$ cat config.mk
export PLATFORM = sky130hd
export DESIGN_NAME = color_config_master
export DESIGN_NICKNAME = d
export VERILOG_FILES = /design/src/rtl/color_config_master_pkg.sv /design/src/rtl/color_config_master_fifo.sv /design/src/rtl/color_config_master.sv
export SDC_FILE = /design/constraint.sdc
export NUM_CORES = 1
export LEC_CHECK = 0
export CAP_MARGIN = 25
export CORE_UTILIZATION = 51
export DETAILED_ROUTE_END_ITERATION = 12
export GPL_ROUTABILITY_DRIVEN = 1
export PLACE_DENSITY = 0.85
export SETUP_SLACK_MARGIN = 0.2
export SYNTH_ARGS = -nofsm -noshare
export SYNTH_HDL_FRONTEND = slang
export SYNTH_HIERARCHICAL = 1
export SYNTH_SLANG_ARGS = --single-unit
$ cat constraint.sdc
create_clock -name Clk -period 2.49 [get_ports Clk]
set_input_delay 0.3735 -clock Clk [delete_from_list [all_inputs] [get_ports Clk]]
set_output_delay 0.3735 -clock Clk [all_outputs]
set_load 0.05 [all_outputs]
$ cat src/rtl/color_config_master_pkg.sv
// Shared definitions for the colour config-bus master: bus widths, register map,
// active-low handshake levels and the master FSM encoding.
package color_config_master_pkg;

  localparam int CFG_ADDR_W = 4;
  localparam int CFG_DATA_W = 14;

  localparam logic [CFG_ADDR_W-1:0] ADDR_VGA_CONFIG  = 4'h1;
  localparam logic [CFG_ADDR_W-1:0] ADDR_VGA_COLOR   = 4'h2;
  localparam logic [CFG_ADDR_W-1:0] ADDR_VGA_QUADRAN = 4'h3;

  // C_Valid / C_Rdy are both asserted low
  localparam logic BUS_ACTIVE = 1'b0;
  localparam logic BUS_IDLE   = 1'b1;

  typedef enum logic [1:0] {
    ST_IDLE    = 2'd0,
    ST_LOAD    = 2'd1,
    ST_DRIVE   = 2'd2,
    ST_RELEASE = 2'd3
  } cfg_state_e;

endpackage

$ cat src/rtl/color_config_master_fifo.sv
// Command queue: synchronous FIFO with RAM-style storage and a registered read port
// that presents the popped entry on the cycle after the pop.
module color_cmd_fifo #(
  parameter int DEPTH = 4,
  parameter int WIDTH = 18,
  localparam int PTR_W = (DEPTH > 1) ? $clog2(DEPTH) : 1,
  localparam int CNT_W = $clog2(DEPTH + 1)
) (
  input  logic             Clk,
  input  logic             Rst,
  input  logic             Push,
  input  logic [WIDTH-1:0] Push_Data,
  input  logic             Pop,
  output logic [WIDTH-1:0] Pop_Data,
  output logic             Full,
  output logic             Empty,
  output logic [CNT_W-1:0] Count
);

  logic [WIDTH-1:0] mem_q [DEPTH];
  logic [WIDTH-1:0] rd_data_q;
  logic [PTR_W-1:0] wr_ptr_q, rd_ptr_q;
  logic [CNT_W-1:0] count_q;
  logic             do_push, do_pop;

  assign Full     = (count_q == CNT_W'(DEPTH));
  assign Empty    = (count_q == '0);
  assign Count    = count_q;
  assign Pop_Data = rd_data_q;
  assign do_push  = Push && !Full;
  assign do_pop   = Pop && !Empty;

  function automatic logic [PTR_W-1:0] ptr_inc(input logic [PTR_W-1:0] p);
    return (p == PTR_W'(DEPTH - 1)) ? '0 : p + 1'b1;
  endfunction

  // Storage and read register carry no reset so they map onto block RAM
  always_ff @(posedge Clk) begin
    if (do_push) mem_q[wr_ptr_q] <= Push_Data;
    if (do_pop)  rd_data_q <= mem_q[rd_ptr_q];
  end

  always_ff @(posedge Clk or posedge Rst) begin
    if (Rst) begin
      wr_ptr_q <= '0;
      rd_ptr_q <= '0;
      count_q  <= '0;
    end else begin
      if (do_push) wr_ptr_q <= ptr_inc(wr_ptr_q);
      if (do_pop)  rd_ptr_q <= ptr_inc(rd_ptr_q);
      case ({do_push, do_pop})
        2'b10:   count_q <= count_q + 1'b1;
        2'b01:   count_q <= count_q - 1'b1;
        default: count_q <= count_q;
      endcase
    end
  end

endmodule

$ cat src/rtl/color_config_master.sv
// Config-bus master: queues upstream colour commands and issues each one over an
// active-low valid/acknowledge handshake with a bounded wait for the acknowledge.
module color_config_master
  import color_config_master_pkg::*;
#(
  parameter int C_ADDR_WIDTH   = CFG_ADDR_W,
  parameter int C_DATA_WIDTH   = CFG_DATA_W,
  parameter int FIFO_DEPTH     = 4,
  parameter int TIMEOUT_CYCLES = 255
) (
  input  logic                    Clk,
  input  logic                    Rst,
  input  logic                    Cmd_Valid,
  input  logic [C_ADDR_WIDTH-1:0] Cmd_Addr,
  input  logic [C_DATA_WIDTH-1:0] Cmd_Data,
  output logic                    Cmd_Rdy,
  output logic [C_ADDR_WIDTH-1:0] C_Addr,
  output logic [C_DATA_WIDTH-1:0] C_Data,
  output logic                    C_Valid,
  input  logic                    C_Rdy,
  output logic                    Done,
  output logic                    Err,
  output logic [C_ADDR_WIDTH-1:0] Err_Addr,
  output logic                    Busy
);

  localparam int ENT_W = C_ADDR_WIDTH + C_DATA_WIDTH;
  localparam int CNT_W = $clog2(FIFO_DEPTH + 1);
  localparam int TO_W  = $clog2(TIMEOUT_CYCLES + 1);

  cfg_state_e              state_q, state_d;
  logic [TO_W-1:0]         timeout_q, timeout_d;
  logic [C_ADDR_WIDTH-1:0] c_addr_q, c_addr_d, err_addr_q, err_addr_d;
  logic [C_DATA_WIDTH-1:0] c_data_q, c_data_d;
  logic                    c_valid_q, c_valid_d;
  logic                    done_q, done_d, err_q, err_d;

  logic             fifo_push, fifo_pop, fifo_full, fifo_empty;
  logic [ENT_W-1:0] fifo_rd_data;
  logic [CNT_W-1:0] fifo_count;

  assign Cmd_Rdy   = (fifo_count < CNT_W'(FIFO_DEPTH));
  assign fifo_push = Cmd_Valid && !fifo_full;
  assign fifo_pop  = (state_q == ST_IDLE) && !fifo_empty;
  assign Busy      = (state_q != ST_IDLE) || !fifo_empty;

  color_cmd_fifo #(
    .DEPTH (FIFO_DEPTH),
    .WIDTH (ENT_W)
  ) u_fifo (
    .Clk       (Clk),
    .Rst       (Rst),
    .Push      (fifo_push),
    .Push_Data ({Cmd_Addr, Cmd_Data}),
    .Pop       (fifo_pop),
    .Pop_Data  (fifo_rd_data),
    .Full      (fifo_full),
    .Empty     (fifo_empty),
    .Count     (fifo_count)
  );

  // LOAD exists because the queue's read register delivers the head one cycle after the pop
  always_comb begin
    state_d    = state_q;
    timeout_d  = timeout_q;
    c_addr_d   = c_addr_q;
    c_data_d   = c_data_q;
    c_valid_d  = c_valid_q;
    err_addr_d = err_addr_q;
    done_d     = 1'b0;
    err_d      = 1'b0;
    case (state_q)
      ST_IDLE: begin
        if (fifo_pop) state_d = ST_LOAD;
      end
      ST_LOAD: begin
        {c_addr_d, c_data_d} = fifo_rd_data;
        c_valid_d = BUS_ACTIVE;
        timeout_d = '0;
        state_d   = ST_DRIVE;
      end
      ST_DRIVE: begin
        if (C_Rdy == BUS_ACTIVE) begin
          c_valid_d = BUS_IDLE;
          done_d    = 1'b1;
          state_d   = ST_RELEASE;
        end else if (timeout_q == TO_W'(TIMEOUT_CYCLES - 1)) begin
          c_valid_d  = BUS_IDLE;
          err_d      = 1'b1;
          err_addr_d = c_addr_q;
          state_d    = ST_RELEASE;
        end else begin
          timeout_d = timeout_q + 1'b1;
        end
      end
      ST_RELEASE: begin
        if (C_Rdy == BUS_IDLE) state_d = ST_IDLE;
      end
      default: state_d = ST_IDLE;
    endcase
  end

  always_ff @(posedge Clk or posedge Rst) begin
    if (Rst) begin
      state_q    <= ST_IDLE;
      timeout_q  <= '0;
      c_addr_q   <= '0;
      c_data_q   <= '0;
      c_valid_q  <= BUS_IDLE;
      err_addr_q <= '0;
      done_q     <= 1'b0;
      err_q      <= 1'b0;
    end else begin
      state_q    <= state_d;
      timeout_q  <= timeout_d;
      c_addr_q   <= c_addr_d;
      c_data_q   <= c_data_d;
      c_valid_q  <= c_valid_d;
      err_addr_q <= err_addr_d;
      done_q     <= done_d;
      err_q      <= err_d;
    end
  end

  assign C_Addr   = c_addr_q;
  assign C_Data   = c_data_q;
  assign C_Valid  = c_valid_q;
  assign Done     = done_q;
  assign Err      = err_q;
  assign Err_Addr = err_addr_q;

endmodule

== After elaboration in Yosys (flattened, before gate mapping) ==
Memory sizes are Yosys's and may differ from the RTL's. A register that Yosys moved wholly into a read port is not among the register bits.
Index checks and enable logic that the tools add are counted.
Operators by class
  equal/unequal tests: 14
  order comparisons: 1
  multiplexer cells: 21
  reduce and logical (&&, ||, !) cells: 16
  add/sub/neg operators: 5
Operator list (number)
  $mux 8: 2
  $pmux 8 s2: 1
  $mux 2: 6
  $eq 2x2->1 const B: 5
  $mux 1: 9
  $reduce_and 3->1: 3
  $add 8x1->8 const B: 1
  $eq 8x8->1 const B: 1
  $pmux 2 s4: 1
  $ne 2x2->1 const B: 3
  $pmux 3 s2: 1
  $reduce_bool 2->1: 3
  $add 2x1->2 const B: 2
  $eq 2x1->1 const B: 2
  $logic_and 1x1->1: 4
  $add 3x1->3 const B: 1
  $eq 3x3->1 const B: 1
  $logic_not 3->1: 1
  $lt 3x3->1 const B: 1
  $ne 3x3->1 const B: 1
  $sub 3x1->3 const B: 1
  $logic_not 1->1: 2
  $logic_not 2->1: 1
  $ne 2x1->1 const B: 1
  other kinds (3): 3
Storage, ports and cells
  input port bits: 22
  RAM bits: 72
  word-level logic and storage cells: 69
  output and inout bits: 27
  flip-flop bits (word level): 42
  memories: 1
Memory list
  u_fifo.mem_q: words 4, bits a word 18, rd ports 1, clocked after memory_dff 1, wr ports 1, RTL line color_config_master_fifo.sv:20  | logic [WIDTH-1:0] mem_q [DEPTH];

== Longest topological paths before layout ==
  word-level depth: 6
  depth in mapped cells: 11
  mapped depth without buffers: 11

== Cells and area by module ==
The synthesis kept the hierarchy.
By module, submodules not included
  color_cmd_fifo: instances 1, sequential area each 2877.8 um^2, area an instance 3622.2 um^2, cells each 153
  color_config_master: instances 1, sequential area each 877.1 um^2, area an instance 1576.5 um^2, cells each 122

== Worst setup path before layout ==
OpenSTA, ideal clock, no wires.
  path kind: reg-to-reg
  from: register state_q[0]
  to: register u_fifo.count_q[2] (netlist: u_fifo/Count[2])
  period minus slack after synthesis: 2469 ps
  data arrival time: 2390 ps
  setup slack: 21 ps
  library setup time: 79 ps
  buffers on the path: 0
  required time: 2411 ps
  stages on the path, launching flop included: 12
  path through: dfrtp_1 -> inv_1 -> ha_1 -> nor2b_1 -> nand2b_4 -> inv_1 -> ha_1 -> inv_1 -> fa_1 -> xor2_1 -> nor2_1 -> xor2_1
On the way
  cells in the longest elaborated chain, start to end: 5
  elaborated cells on any way between the ends: 7
  those cells by class: 2 x eq/ne; 1 x mux; 4 x reduce/logical
RTL lines
  from (decl): RTL line color_config_master.sv:31  | cfg_state_e state_q, state_d;
  from (signal assigned): RTL line color_config_master.sv:114  | state_q <= state_d;
  $logic_not 2->1 (*): RTL line color_config_master.sv:44  | assign fifo_pop = (state_q == ST_IDLE) && !fifo_empty;
  $logic_and 1x1->1 (*): RTL line color_config_master.sv:44
  via fifo_pop: RTL line color_config_master.sv:38  | logic fifo_push, fifo_pop, fifo_full, fifo_empty;
  $logic_and 1x1->1 (*): RTL line color_config_master_fifo.sv:31  | assign do_pop = Pop && !Empty;
  via u_fifo.do_pop: RTL line color_config_master_fifo.sv:24  | logic do_push, do_pop;
  $eq 2x1->1 / $eq 2x2->1 (equally long branches): RTL line color_config_master_fifo.sv:51  | case ({do_push, do_pop})
  $pmux 3 s2 / $reduce_bool 2->1 (equally long branches)
  to (signal assigned): RTL line color_config_master_fifo.sv:52  | 2'b10: count_q <= count_q + 1'b1;
  to (signal assigned): RTL line color_config_master_fifo.sv:53  | 2'b01: count_q <= count_q - 1'b1;
  to (signal assigned): RTL line color_config_master_fifo.sv:54  | default: count_q <= count_q;
  to (decl): RTL line color_config_master_fifo.sv:23  | logic [CNT_W-1:0] count_q;
Mark *: on every way through the listed nets, which the timed path passes. The rest lies on a longest branch.
A chain may end at the register's enable or synchronous reset.

== Worst setup path after layout ==
  from: register state_q[1]
  to: register u_fifo.count_q[2] (netlist: u_fifo/Count[2])
Same word-level chain as after synthesis.

==> run summary <==
Routability congestion estimate from global placement: 0.7802
Main combinational cell family by area after synthesis: multiplexers
Run status: finished clean
Clock tree from TritonCTS: done
Setup slack of the critical path after layout: 0.2804 ns
Final max-slew violation count: 0
Proportion of synthesized area in mux cells: 14.18%
Unique cell type count in the Yosys netlist: 41
Cell Area, Synth: 5199 um2
Simple-gate area share of the yosys netlist: 5.271%
Slowest Stage Delay on Critical Path: 0.41 ns
Initial Util: 52.94%
Detailed Route WL: 9.097 mm
Worst setup skew after layout: 0.01264 ns
Fill cell instance count of the final layout: 655
Type of the setup path with the least slack: reg2reg
Share of final-layout standard cells stronger than drive strength 1: 27.12%
Full die area: 10600 um2
NumNets Final: 377
Cells along the critical path: inv_1 -> ha_1 -> nor2b_2 -> nand2b_4 -> clkinvlp_4 -> ha_1 -> inv_1 -> fa_1 -> xor2_1 -> nor2_1 -> xor2_1
Final standard cell area without fillers: 6477 um2
Share of the synthesized area in compound gates (AO/OA/AOI/OAI): 1.829%
Highest fanout seen on the critical path: 4
Critical Path End Type: register
Final total power: 8.943 mW
Clock latency at the later pin of the worst-skew pair: 0.51 ns
Antenna violations before repair: 0
Number of flops mapped to enable cells by yosys: 90
Clock buffer count from CTS: 17
Via count of the first global-routing pass: 2756
Library cell contributing the largest single delay on the critical path: sky130_fd_sc_hd__dfrtp_1
Num Clock Sinks: 132
Total Neg Setup Slack: 0 ns
Total count of hold-check failures in the final report: 0
Type of the worst min-delay path: in2async
Post-detailed-route wirelength per cell: 18.68 um
Number of primary I/O pins: 49
IR drop worst, VDD: 554.5 uV
Post-Syn Nets: 311
Transition time at the pin with the least slew margin: 0.5458 ns
# setup viols final: 0
Final antenna diode count: 0
Worst slack, placed: 0.2135 ns
Clock period minus final worst setup slack: 2.210 ns
Post-route clock period utilization: 88.74%
Flip-flop and latch area: 3755 um2
Prevailing post-synth register cell: sky130_fd_sc_hd__edfxtp_1
Share of synthesized cell area in full adder, half adder and majority cells: 3.514%
Cell count after synthesis: 275
Sequential share of the synthesized area: 72.23%
Synth Area in XOR/XNOR: 0.8424%
CP arrival: 2.64 ns
Largest net degree at the start of global routing: 36
Leakage power figure: 2.419 nW
Area of the placeable core: 9819 um2
Area after detailed placement: 5851 um2
Worst slew slack as a fraction of its limit: 63.62%
Horizontal die dimension: 103.0 um
Post-cts hold buffer count: 0
Unrepaired setup endpoints after global routing: false
Row count: 36
Clock root buffer: sky130_fd_sc_hd__clkbuf_8
Number of max-cap violations: 0
Maximum buffer depth of the clock tree: 2
H-tree level count: 4
Seq cells post-synth: 132
Total via count in the routed design: 2659
Via density per instance: 5.460
Total DRC errors in the routed layout: 0
Total of buffers placed on input and output ports: 48
First-pass GRT wire length: 14.39 mm
Overflow left after global routing: 0
Most common cell after layout, fill and taps aside: sky130_fd_sc_hd__edfxtp_1
Achievable frequency: 452.6 MHz
Synth Area per Inst: 18.90 um2
Count of warnings emitted by yosys: 6
Critical path launch point type: register
DR iter-0 viols: 180
Power per Cell Area: 1381 nW/um2
Total global-route track usage: 19.44%
First-pass detailed-route iteration total: 5
Synthesis-to-finish area growth: 24.60%
Crit path required time: 2.92 ns
Detail Placement HPWL: 5.537 mm
Post-route antenna net violation count: 0
Proportion of synthesized flip-flops having asynchronous set or reset: 31.82%
Commonest non-fill, non-tap cells in the layout: sky130_fd_sc_hd__edfxtp_1, sky130_fd_sc_hd__clkdlybuf4s50_1, sky130_fd_sc_hd__dfrtp_1
Multi-input gate area in the final layout: 1335 um2
Chip height: 103.0 um
Clock transition at path regs: 0.06 ns
metrics by stage:
stage	hold WS (ns)	cells	util [%]
detailed placement	0.4654	455	59.58
CTS	0.1271	487	65.97
finish	0.1436	487	65.97
global placement	0.4567	455	59.58
floorplan	0.1769	275	-
global route	0.1232	487	65.97
cells by family (layout without fill, tap and decap cells):
kind of cell,after synthesis,in the layout
buffers and inverters,24,103
adders and majority gates,14,14
muxes,47,47
xor gates and xnor gates,5,5
AOI/OAI and AO/OA,14,14
DFF,132,132
and+or+nand+nor,39,39
flip-flops by register name, indices dropped and copies added (netlist names):
name / count
timeout_q: 8
Err_Addr: 4
u_fifo/rd_ptr_q: 2
C_Valid: 1
C_Data: 14
u_fifo/Pop_Data: 18
C_Addr: 4
Err: 1
Done: 1
u_fifo/mem_q: 72
u_fifo/wr_ptr_q: 2
state_q: 2
u_fifo/Count: 3
critical path, delay by kind of cell, from the launching register on:
| family | cells | cell delay [ns] |
|---|---|---|
| and+or+nand+nor | 3 | 0.41 |
| DFF | 1 | 0.41 |
| xor gates and xnor gates | 2 | 0.32 |
| adders and majority gates | 3 | 0.74 |
| buffers and inverters | 3 | 0.26 |
report_power, final:
part | leakage, nW | switching [mW] | internal (mW)
logic | 0.777 | 1.69 | 1.21
clock network | 0.296 | 0.890 | 1.72
registers | 1.35 | 0.312 | 3.13
synthesized netlist by cell type (2+ instances only):
cell	count	share of area, %
sky130_fd_sc_hd__ha_1	13	3.1
sky130_fd_sc_hd__nand4_1	2	0.24
sky130_fd_sc_hd__mux2_4	2	0.58
sky130_fd_sc_hd__clkbuf_1	2	0.14
sky130_fd_sc_hd__nor2b_1	3	0.36
sky130_fd_sc_hd__dfrtp_1	41	20
sky130_fd_sc_hd__and2_2	4	0.58
sky130_fd_sc_hd__nand3_1	8	0.77
sky130_fd_sc_hd__mux2_2	25	5.4
sky130_fd_sc_hd__o21ai_0	4	0.39
sky130_fd_sc_hd__edfxtp_1	90	52
sky130_fd_sc_hd__inv_1	16	1.2
sky130_fd_sc_hd__mux2i_1	2	0.39
sky130_fd_sc_hd__buf_2	2	0.19
sky130_fd_sc_hd__nand2_1	3	0.22
sky130_fd_sc_hd__buf_4	3	0.43
sky130_fd_sc_hd__a22o_1	2	0.34
sky130_fd_sc_hd__xor2_1	3	0.51
sky130_fd_sc_hd__o31ai_1	2	0.29
sky130_fd_sc_hd__xnor2_1	2	0.34
sky130_fd_sc_hd__nand2b_1	2	0.24
sky130_fd_sc_hd__nor2_1	6	0.43
sky130_fd_sc_hd__o211ai_1	3	0.43
sky130_fd_sc_hd__mux4_2	18	7.8
routing by layer:
metal	vias up	wire length [um]	part of all wire (%)	GRT usage, %
li1	1180	-	-	-
met1	1390	3786	42	23.76
met2	77	4828	53	31.64
met3	12	351	3.9	6.373
met4	0	131	1.4	8.992
met5	-	0	0	0
worst paths after layout:
| path | startpoint | endpoint | slack [ns] | cells after the start |
|---|---|---|---|---|
| worst max-delay path | state_q[1] | u_fifo/Count[2] | 0.28 | 11 |
| worst min-delay path | Rst | u_fifo/wr_ptr_q[0] | 0.14 | 2 |
| worst max register to register | state_q[1] | u_fifo/Count[2] | 0.28 | 11 |
| worst min register to register | u_fifo/Pop_Data[9] | C_Data[9] | 0.48 | 1 |
| max in group asynchronous | Rst | C_Valid | 1.80 | 3 |
| min in group Clk | u_fifo/Pop_Data[9] | C_Data[9] | 0.48 | 1 |
what timing repair did:
item,CTS,global route
setup buffers,0,0
pin swaps,0,0
setup endpoints to repair,2,2
gates resized for setup,2,1
layout make-up:
class / count / share of cell area (%)
repair buffers: 55 / 8.209
flip-flops and latches: 132 / 57.97
multi-input cells: 119 / 20.61
inverters: 16 / 0.9851
well taps: 133 / 2.569
clock inverters: 14 / 3.206
clock buffers: 18 / 6.452
(Power assumes the default switching activity.)
